$ cat config.mk
export PLATFORM = sky130hd
export DESIGN_NAME = ball_tracker
export DESIGN_NICKNAME = d
export VERILOG_FILES = /design/src/rtl/ball_tracker_pkg.sv /design/src/rtl/ball_tracker_paddle_stepper.sv /design/src/rtl/ball_tracker.sv
export SDC_FILE = /design/constraint.sdc
export NUM_CORES = 1
export LEC_CHECK = 0
export BUFFER_PORTS_ARGS = -buffer_cell sky130_fd_sc_hd__buf_2
export CAP_MARGIN = 20
export CORE_ASPECT_RATIO = 0.5
export CORE_MARGIN = 2
export CORE_UTILIZATION = 60
export DETAILED_ROUTE_END_ITERATION = 16
export PLACE_DENSITY = 0.78
export SKIP_LAST_GASP = 1
export SYNTH_ARGS = -nofsm -noshare
export SYNTH_HDL_FRONTEND = slang
export SYNTH_SLANG_ARGS = --single-unit
$ cat constraint.sdc
create_clock -name CLK -period 4.75 [get_ports CLK]
set_clock_uncertainty 0.1 [all_clocks]
set_input_delay 0.7125 -clock CLK [delete_from_list [all_inputs] [get_ports CLK]]
set_output_delay 0.7125 -clock CLK [all_outputs]
set_load 0.01 [all_outputs]
$ cat src/rtl/ball_tracker_pkg.sv
// Shared grid geometry, coordinate/velocity types and the prediction FSM
// encoding for the ball detection and tracking blocks.
package ball_tracker_pkg;

    localparam int COLS      = 40;
    localparam int ROWS      = 30;
    localparam int CELL_SIZE = 16;

    typedef logic [5:0]        grid_x_t;
    typedef logic [5:0]        grid_y_t;
    typedef logic signed [6:0] vel_t;

    typedef enum logic [1:0] {
        IDLE    = 2'd0,
        CAPTURE = 2'd1,
        PREDICT = 2'd2,
        DONE    = 2'd3
    } fsm_state_e;

    // Magnitude of a per-frame velocity; -64 maps to 64, which still reads
    // correctly as an unsigned 7-bit value.
    function automatic logic [6:0] vel_abs(input vel_t v);
        return v[6] ? 7'(-v) : 7'(v);
    endfunction

endpackage

$ cat src/rtl/ball_tracker_paddle_stepper.sv
// Rate-limited paddle position: one +/-1 step toward the target column per
// divider period, with a single-cycle STEP pulse and its direction.
module ball_tracker_paddle_stepper
    import ball_tracker_pkg::*;
#(
    parameter int STEP_DIV = 1000
) (
    input  logic       clk,
    input  logic       rst_n,
    input  logic       enable,
    input  logic [5:0] target,
    output logic [5:0] paddle_pos,
    output logic       step,
    output logic       dir
);

    localparam int DIV_W = (STEP_DIV > 1) ? $clog2(STEP_DIV) : 1;
    localparam logic [DIV_W-1:0] DIV_LAST = DIV_W'(STEP_DIV - 1);
    localparam grid_x_t          POS_MAX  = grid_x_t'(COLS - 1);

    logic [DIV_W-1:0] div_cnt;
    logic             move_up;

    assign move_up = (target > paddle_pos);

    // Free-running divider; at its terminal count the paddle may take one step.
    always_ff @(posedge clk) begin
        // NOTE: state is updated with non-blocking assignments so every register samples pre-edge values.
        if (!rst_n) begin
            div_cnt    <= '0;
            paddle_pos <= grid_x_t'(COLS / 2);
            step       <= 1'b0;
            dir        <= 1'b0;
        end else begin
            step <= 1'b0;
            if (div_cnt == DIV_LAST) begin
                div_cnt <= '0;
                if (enable && (paddle_pos != target)) begin
                    step <= 1'b1;
                    dir  <= move_up;
                    if (move_up) begin
                        if (paddle_pos != POS_MAX) paddle_pos <= paddle_pos + 6'd1;
                    end else begin
                        if (paddle_pos != 6'd0) paddle_pos <= paddle_pos - 6'd1;
                    end
                end
            end else begin
                div_cnt <= div_cnt + DIV_W'(1);
            end
        end
    end

endmodule

$ cat src/rtl/ball_tracker.sv
// Samples the detected ball once per frame, derives velocity from a two-frame
// history, extrapolates the arrival column at the paddle row (reflecting off
// the side walls) and drives the paddle stepper toward that column.
module ball_tracker
    import ball_tracker_pkg::*;
#(
    parameter int TARGET_ROW  = 29,
    parameter int SAMPLE_LINE = 517,
    parameter int MAX_JUMP    = 4,
    parameter int STEP_DIV    = 1000
) (
    input  logic        CLK,
    input  logic        RST_N,
    input  logic        ENABLE,
    input  logic [12:0] VGA_H_CNT,
    input  logic [12:0] VGA_V_CNT,
    input  logic [5:0]  BALL_X,
    input  logic [5:0]  BALL_Y,
    output logic [5:0]  PRED_X,
    output logic        PRED_VALID,
    output logic        BUSY,
    output logic [5:0]  PADDLE_POS,
    output logic        STEP,
    output logic        DIR
);

    localparam logic signed [7:0] X_MAX  = 8'(COLS - 1);
    localparam logic signed [7:0] X_FOLD = 8'(2 * (COLS - 1));

    fsm_state_e        state;
    grid_x_t           cur_x, prev_x, px;
    grid_y_t           cur_y, prev_y;
    logic              hist_valid;
    logic [6:0]        py;
    vel_t              vx, vy;
    grid_x_t           pred_x;
    logic              pred_valid;

    logic              sample_strobe;
    vel_t              dx, dy;
    logic              jump;
    logic signed [7:0] nx, nx_neg, nx_fold;
    logic              hit_low, hit_high;
    grid_x_t           px_next;
    logic [6:0]        py_next;

    assign sample_strobe = (VGA_V_CNT == 13'(SAMPLE_LINE)) && (VGA_H_CNT == 13'd0);

    assign dx   = $signed({1'b0, cur_x}) - $signed({1'b0, prev_x});
    assign dy   = $signed({1'b0, cur_y}) - $signed({1'b0, prev_y});
    assign jump = (vel_abs(dx) > 7'(MAX_JUMP)) || (vel_abs(dy) > 7'(MAX_JUMP));

    // One extrapolation step with a single wall reflection on either side.
    always_comb begin
        // NOTE: every always_comb output gets a default first so no latch can be inferred.
        px_next  = '0;
        nx       = $signed({2'b00, px}) + $signed({vx[6], vx});
        nx_neg   = -nx;
        nx_fold  = X_FOLD - nx;
        hit_low  = (nx < 8'sd0);
        hit_high = (nx > X_MAX);
        if (hit_low)       px_next = nx_neg[5:0];
        else if (hit_high) px_next = nx_fold[5:0];
        else               px_next = nx[5:0];
        py_next  = py + $unsigned(vy);
    end

    // Frame history, prediction FSM and the published prediction.
    always_ff @(posedge CLK) begin
        // NOTE: every register, including the history and datapath, is reset so simulation and silicon start identically.
        if (!RST_N) begin
            state      <= IDLE;
            cur_x      <= '0;
            cur_y      <= '0;
            prev_x     <= '0;
            prev_y     <= '0;
            hist_valid <= 1'b0;
            px         <= '0;
            py         <= '0;
            vx         <= '0;
            vy         <= '0;
            pred_x     <= grid_x_t'(COLS / 2);
            pred_valid <= 1'b0;
        end else if (sample_strobe) begin
            // A new frame always wins: any in-flight prediction is dropped.
            cur_x  <= BALL_X;
            cur_y  <= BALL_Y;
            prev_x <= cur_x;
            prev_y <= cur_y;
            state  <= CAPTURE;
        end else begin
            case (state)
                IDLE: ;
                CAPTURE: begin
                    if (!hist_valid) begin
                        pred_x     <= cur_x;
                        pred_valid <= 1'b0;
                        hist_valid <= 1'b1;
                        state      <= IDLE;
                    end else if (jump) begin
                        hist_valid <= 1'b0;
                        pred_x     <= cur_x;
                        pred_valid <= 1'b0;
                        state      <= IDLE;
                    end else if (dy <= 7'sd0) begin
                        pred_x     <= cur_x;
                        pred_valid <= 1'b0;
                        state      <= IDLE;
                    end else begin
                        px    <= cur_x;
                        py    <= {1'b0, cur_y};
                        vx    <= dx;
                        vy    <= dy;
                        state <= PREDICT;
                    end
                end
                PREDICT: begin
                    px <= px_next;
                    py <= py_next;
                    if (hit_low || hit_high) vx <= -vx;
                    if (py_next >= 7'(TARGET_ROW)) state <= DONE;
                end
                DONE: begin
                    pred_x     <= px;
                    pred_valid <= 1'b1;
                    state      <= IDLE;
                end
                default: state <= IDLE;
            endcase
        end
    end

    assign PRED_X     = pred_x;
    assign PRED_VALID = pred_valid;
    assign BUSY       = (state != IDLE);

    ball_tracker_paddle_stepper #(
        .STEP_DIV (STEP_DIV)
    ) u_stepper (
        .clk        (CLK),
        .rst_n      (RST_N),
        .enable     (ENABLE),
        .target     (pred_x),
        .paddle_pos (PADDLE_POS),
        .step       (STEP),
        .dir        (DIR)
    );

endmodule

==> Implementation_results.wiki, run 1 <==
{| class="wikitable"
! Metric !! Value
|-
| Run status || finished clean
|-
| Worst Setup End Kind || flop
|-
| Later-pin clock latency in the skew report || 340 ps
|-
| Endpoint required time on the critical path || 4910 ps
|-
| Worst slew margin relative to its limit || 0.340
|-
| Routed wire per std cell || 15.8 um
|-
| CTS tree || built
|-
| Number of enable-type register cells in the synthesized netlist || 0
|-
| Hold_ws || 350 ps
|-
| Remaining number of nets flagged by the antenna check after routing || 0
|-
| Mapped cell area || 5310 um2
|-
| Weighted congestion at the end of routability-driven global placement || 0.922
|-
| Class of the tightest hold or removal check || reg -> reg
|-
| Synth Net Count || 729
|-
| FF+latch count, synth || 79
|-
| Ant diodes || 0
|-
| Die X || 137 um
|-
| Number of hold violations in the final report || 0
|-
| Port Buffers || 56
|-
| Setup-violating endpoint count in the final report || 0
|-
| Final core occ || 0.697
|-
| Crit-path most repeated cell || or4_1
|-
| Ranking of synthesized cells by area || dfxtp_1 30%, ha_1 10%, mux2i_1 8.1%
|-
| GRT overflow || 0
|-
| Most frequent cells after synthesis || 79 x dfxtp_1, 77 x nor2_1, 44 x ha_1
|-
| Number of cells upsized or downsized after cts || 0
|-
| Achievable Freq || 0.252 GHz
|-
| Total number of placement rows || 24
|-
| Time the worst path needs with I/O delays and setup || 3970 ps
|-
| WP data arrival || 4130 ps
|-
| Critical path class || reg -> reg
|-
| Post-layout nets || 780
|-
| Number of search-and-repair iterations in the first detailed-routing pass || 5
|-
| Pin count of the biggest net entering global routing || 54
|-
| Worst VDD drop || 185 uV
|-
| Overall via count from detail_route || 4830
|-
| Overall fraction of global-route tracks in use || 0.281
|-
| Worst path max stage delay || 680 ps
|-
| Number of global-route vias before repair || 4466
|-
| Global routing's busiest layer || met2
|-
| Final Routed Wirelength || 12900 um
|-
| Reg clk slew, reported paths || 60 ps
|-
| Core region area || 8650 um2
|-
| # hold bufs at CTS || 0
|-
| Half-perimeter wire length after detailed placement || 9250 um
|-
| Transition time at the pin with the least slew margin || 988 ps
|-
| Met1 layer usage reported by global route || 0.387
|-
| Syn Inst Count || 639
|-
| Global-route track usage on met3 || 0.0763
|-
| Post-layout instance count excluding filler cells || 812
|-
| DRC violation count after routing || 0
|-
| Number of DRC violations after detailed-routing iteration 0 || 260
|-
| Y dimension of the die || 70.5 um
|-
| Cell with the most instances after synthesis || dfxtp_1
|-
| Primary FF master, synth || dfxtp_1
|-
| Wire length of the first global-routing pass || 21500 um
|-
| Ordered cell list for the critical path || inv_1, ha_1, fa_1, nand2b_1, a21oi_1, a311oi_1, maj3_1, o21a_1, or4_1, or4_1, a211oi_2
|-
| Final Max Tran Viols || 0
|-
| CP Max Fanout || 10
|-
| Summed negative setup slack over all endpoints || 0 ps
|-
| Number of max-cap violations || 0
|-
| Launching element type of the critical path || flop
|-
| Power consumption || 1.45 mW
|-
| Cell taking the most area after synthesis || dfxtp_1
|-
| Setup Buffers After CTS || 0
|-
| Leakage power summed over all cells || 2.40 nW
|-
| Clock buffer depth || 2
|-
| GRT met2 Usage || 0.443
|-
| Post-synth cell types || 66
|-
| Instance count after placement with tap cells included || 796
|-
| RSZ-0062 raised after global routing || no
|-
| Highest-delay cell along the critical path || or4_1
|-
| Effective utilization at floorplan || 0.614
|-
| Synth Area per Inst || 8.31 um2
|-
| Initial antenna violation count || 0
|-
| Area share of the largest cell type after synthesis || 0.298
|-
| Power Dens Cells || 241 nW/um2
|-
| Proportion of layout cells with a drive suffix above 1 || 0.140
|-
| Count of synthesis-stage warnings from yosys || 0
|-
| Die ar. || 9660 um2
|-
| Master cell of the clock root buffer || clkbuf_16
|-
| Relative area change from synthesis to final layout || 13.5%
|-
| Share of the yosys chip area belonging to registers || 0.298
|-
| Total number of H-tree levels || 3
|-
| Via/cell ratio || 5.95
|-
| Number of top-level pins || 57
|-
| Ys async rst share || 0
|-
| Share of the cycle needed by the critical path after routing || 0.836
|-
| Layout fillers || 716
|-
| Cts bufs inserted || 9
|-
| Number of clock sinks seen by CTS || 79
|}
## registers in the layout (all words and copies together) (netlist names), 2 cells and up
signal                count
px                        6
prev_y                    6
cur_y                     6
u_stepper.paddle_pos      6
vx                        7
vy                        7
prev_x                    6
state                     2
u_stepper.div_cnt        10
py                        7
PRED_X                    6
cur_x                     6
## cells by family (layout without fill, tap and decap cells)
logic type / Yosys count / after routing / synth area share
adder cells (fa/ha/maj): 50 / 50 / 0.124
flip-flops: 79 / 79 / 0.298
AND/OR/NAND/NOR: 219 / 219 / 0.201
buffers and inverters: 61 / 117 / 0.0434
XOR/XNOR: 31 / 31 / 0.0511
AO/OA/AOI/OAI: 153 / 153 / 0.195
multiplexers: 46 / 46 / 0.0874
## through the flow
stage | worst slack [ps] | cell area (um2)
4_1_cts | 786 | 6020
3_3_place_gp | 900 | 5700
3_5_place_dp | 827 | 5700
6_report | 780 | 6020
2_1_floorplan | 1090 | 5310
5_1_grt | 553 | 6020
## layout make-up
cell class / instances / area [um2] / area share
clock buffers: 9 / 225 / 0.0374
clock inverters: 7 / 97.6 / 0.0162
inverters: 40 / 150 / 0.0249
multi-input cells: 499 / 3510 / 0.582
flip-flops and latches: 79 / 1580 / 0.263
well taps: 117 / 146 / 0.0243
repair buffers: 61 / 318 / 0.0528
## per-layer routing
layer,share of wire,wire length (um)
met1,0.48,6150
met2,0.45,5820
met3,0.053,682
met4,0.016,200
met5,0,0
## power breakdown
part           switching, mW  internal, mW  leakage, nW
Clock                  0.287         0.461        0.152
Sequential           0.00180         0.665        0.637
Combinational         0.0203        0.0161         1.62
Total                  0.309          1.14         2.40
## critical path: cells and delay by family (launching register included)
| family | cells | cell delay, ps |
|---|---|---|
| and+or+nand+nor | 3 | 1380 |
| DFF | 1 | 370 |
| buffers and inverters | 1 | 60 |
| AOI/OAI and AO/OA | 4 | 990 |
| adders and majority gates | 3 | 1000 |
## worst paths after layout
check                        from              endpoint  slack [ps]  cells after the start
max                      cur_y[0]              state[1]         780                     11
min          u_stepper.div_cnt[0]  u_stepper.div_cnt[0]         350                      1
max reg2reg              cur_y[0]              state[1]         780                     11
min reg2reg  u_stepper.div_cnt[0]  u_stepper.div_cnt[0]         350                      1
## layout by cell type, fill, tap and decap left out, drive strengths merged, types with 5 or more instances in the layout
cell type	instances
a211oi	13
a21o	6
a21oi	41
a31o	5
a31oi	8
and3	8
buf	61
clkbuf	9
dfxtp	79
fa	5
ha	44
inv	40
mux2i	43
nand2	41
nand2b	7
nand3	18
nand4	6
nor2	77
nor2b	9
nor3	13
nor3b	6
nor4	6
o21ai	29
o31ai	5
or2	6
or3	8
or4	5
xnor2	21
xor2	10
(Power assumes the default switching activity.)
==> run 2, diff against run 1 <==
--- a/config.mk
+++ b/config.mk
@@ -9,9 +9,9 @@
 export CAP_MARGIN = 20
 export CORE_ASPECT_RATIO = 0.5
 export CORE_MARGIN = 2
-export CORE_UTILIZATION = 60
+export CORE_UTILIZATION = 54
 export DETAILED_ROUTE_END_ITERATION = 16
-export PLACE_DENSITY = 0.78
+export PLACE_DENSITY = 0.74
 export SKIP_LAST_GASP = 1
 export SYNTH_ARGS = -nofsm -noshare
 export SYNTH_HDL_FRONTEND = slang
==> constraint.sdc (replaced) <==
create_clock -name CLK -period 3.5 [get_ports CLK]
set_clock_uncertainty 0.1 [all_clocks]
set_input_delay 0.525 -clock CLK [delete_from_list [all_inputs] [get_ports CLK]]
set_output_delay 0.525 -clock CLK [all_outputs]
set_load 0.01 [all_outputs]
==> Implementation_results.wiki, run 2 (synthesis results as in run 1) <==
{| class="wikitable"
! Metric !! Value
|-
| Number of max-cap violations || 0 (unchanged)
|-
| Final Routed Wirelength || 13500 um (+4.8%)
|-
| Area used by sequential logic in the layout || 1580 um2 (about the same)
|-
| Worst VDD drop || 308 uV (+67%)
|-
| Number of top-level pins || 57 (unchanged)
|-
| Total number of placement rows || 25 (+4.2%)
|-
| WP data arrival || 3560 ps (-570 ps)
|-
| Leading cell type in the layout, fill and taps excluded || dfxtp_1
|-
| Ant diodes || 0 (unchanged)
|-
| Via/cell ratio || 5.76 (-3.2%)
|-
| Post-layout nets || 803 (+2.9%)
|-
| Worst slew margin relative to its limit || 0.335 (-0.00444)
|-
| Setup-violating endpoint count in the final report || 0 (unchanged)
|-
| Total number of H-tree levels || 3 (unchanged)
|-
| Highest-delay cell along the critical path || or4_4
|-
| GRT overflow || 0 (unchanged)
|-
| Class of the tightest hold or removal check || in -> reg
|-
| Die X || 144 um (+5.3%)
|-
| Later-pin clock latency in the skew report || 340 ps (about the same)
|-
| Post-layout instance count excluding filler cells || 853 (+5.0%)
|-
| Number of global-route vias before repair || 4691 (+5.0%)
|-
| Number of clock sinks seen by CTS || 79 (unchanged)
|-
| Crit-path most repeated cell || or4_4
|-
| Number of hold violations in the final report || 0 (unchanged)
|-
| Half-perimeter wire length after detailed placement || 9780 um (+5.7%)
|-
| CTS tree || built
|-
| Top reg by flops || u_stepper.div_cnt
|-
| Critical path class || reg -> reg
|-
| Reg clk slew, reported paths || 60 ps (about the same)
|-
| Power Dens Cells || 324 nW/um2 (+35%)
|-
| Effective utilization at floorplan || 0.558 (-0.0556)
|-
| Wire length of the first global-routing pass || 22200 um (+3.5%)
|-
| Leakage power summed over all cells || 2.55 nW (+6.1%)
|-
| Number of DRC violations after detailed-routing iteration 0 || 303 (+17%)
|-
| Commonest cells after routing, fill and taps aside || 78 x dfxtp_1, 75 x nor2_1, 56 x buf_2
|-
| Summed negative setup slack over all endpoints || 0 ps (unchanged)
|-
| Clock buffer depth || 2 (unchanged)
|-
| Initial antenna violation count || 0 (unchanged)
|-
| Die ar. || 10700 um2 (+11%)
|-
| Cts bufs inserted || 9 (unchanged)
|-
| Endpoint required time on the critical path || 3660 ps (-1250 ps)
|-
| Final Max Tran Viols || 0 (unchanged)
|-
| CP Max Fanout || 4 (-6)
|-
| Y dimension of the die || 74.1 um (+5.1%)
|-
| Flip-flop count of the largest register, all copies and words added || 10 (unchanged)
|-
| Pin count of the biggest net entering global routing || 43 (-20%)
|-
| Launching element type of the critical path || flop
|-
| Core region area || 9510 um2 (+10%)
|-
| Relative area change from synthesis to final layout || 19.2%
|-
| Run status || finished clean
|-
| Remaining number of nets flagged by the antenna check after routing || 0 (unchanged)
|-
| Master cell of the clock root buffer || clkbuf_16
|-
| Proportion of layout cells with a drive suffix above 1 || 0.188 (+0.0485)
|-
| DRC violation count after routing || 0 (unchanged)
|-
| Overall fraction of global-route tracks in use || 0.264 (-0.0166)
|-
| Worst Setup End Kind || flop
|-
| Routed wire per std cell || 15.8 um (-0.21%)
|-
| RSZ-0062 raised after global routing || yes
|-
| Weighted congestion at the end of routability-driven global placement || 0.910 (-1.3%)
|-
| Ordered cell list for the critical path || inv_1, ha_1, o21ai_1, a2111oi_1, a311oi_1, or3_1, o31a_1, or4_4, or4_4, a211oi_2
|-
| Power consumption || 2.05 mW (+41%)
|-
| Worst path max stage delay || 520 ps (-160 ps)
|-
| Port Buffers || 56 (unchanged)
|-
| Hold_ws || 315 ps (-34.9 ps)
|-
| Family with the most delay on the worst path || simple AND/OR/NAND/NOR gates
|-
| Time the worst path needs with I/O delays and setup || 3400 ps (-571 ps)
|-
| Layout fillers || 811 (+13%)
|-
| Final core occ || 0.665 (-0.0312)
|-
| Overall via count from detail_route || 4914 (+1.7%)
|-
| CP bufs+invs || 1 (unchanged)
|-
| Instance count after placement with tap cells included || 835 (+4.9%)
|-
| Multi-input gate area in the final layout || 3580 um2 (+2.2%)
|-
| Share of the cycle needed by the critical path after routing || 0.971 (+0.135)
|-
| Transition time at the pin with the least slew margin || 995 ps (+6.64 ps)
|-
| Achievable Freq || 0.294 GHz (+17%)
|-
| Number of search-and-repair iterations in the first detailed-routing pass || 5 (unchanged)
|}
## run 2: worst register-to-register path, cell delays in order, from the launching register on
cell       delay, ps
dfxtp_1          320
inv_1             40
ha_1             360
o21ai_1          110
a2111oi_1        380
a311oi_1         110
or3_1            380
o31a_1           280
or4_4            530
or4_4            490
a211oi_2         210
## run 2: repair_timing
item                                    4_1_cts  5_1_grt
endpoints found under the setup margin        0       32
gates resized for setup                       0       15
hold endpoints to repair                      0        0
hold buffers                                  0        0
buffers inserted                              0        2
## run 2: path summary, 6_finish.rpt
path	start	slack, ps	cells after the start	end
worst min register to register	u_stepper.div_cnt[0]	350	1	u_stepper.div_cnt[0]
worst max register to register	prev_x[2]	100	10	state[1]
worst min-delay path	ENABLE	320	3	u_stepper.step
worst max-delay path	prev_x[2]	100	10	state[1]
## run 2: where the power goes
part	total (mW)	switching [mW]	leakage [nW]	internal, mW
Combinational	0.0507	0.0282	1.75	0.0225
Sequential	0.904	0.00237	0.637	0.902
Clock	1.10	0.379	0.162	0.716
## run 2: layer usage
layer,vias to the layer above,wire length [um],GRT usage
met3,12,708,0.0734
met5,-,0,0
met4,0,180,0.0561
met1,2327,6430,0.350
li1,2472,-,-
met2,103,6150,0.441
## run 2: stage by stage
| step | cell area (um2) | setup slack (ps) |
|---|---|---|
| 2_1_floorplan | 5350 | 5.69 |
| 3_3_place_gp | 5910 | 128 |
| 3_5_place_dp | 5910 | 46.1 |
| 4_1_cts | 6260 | 24.6 |
| 5_1_grt | 6330 | -12.2 |
| 6_report | 6330 | 101 |
## run 2: final cells by class
type                    count  share of cell area
flip-flops and latches     79               0.250
clock inverters             5              0.0166
inverters                  40              0.0237
repair buffers             84              0.0781
clock buffers              11              0.0384
well taps                 135              0.0267
multi-input cells         499               0.566
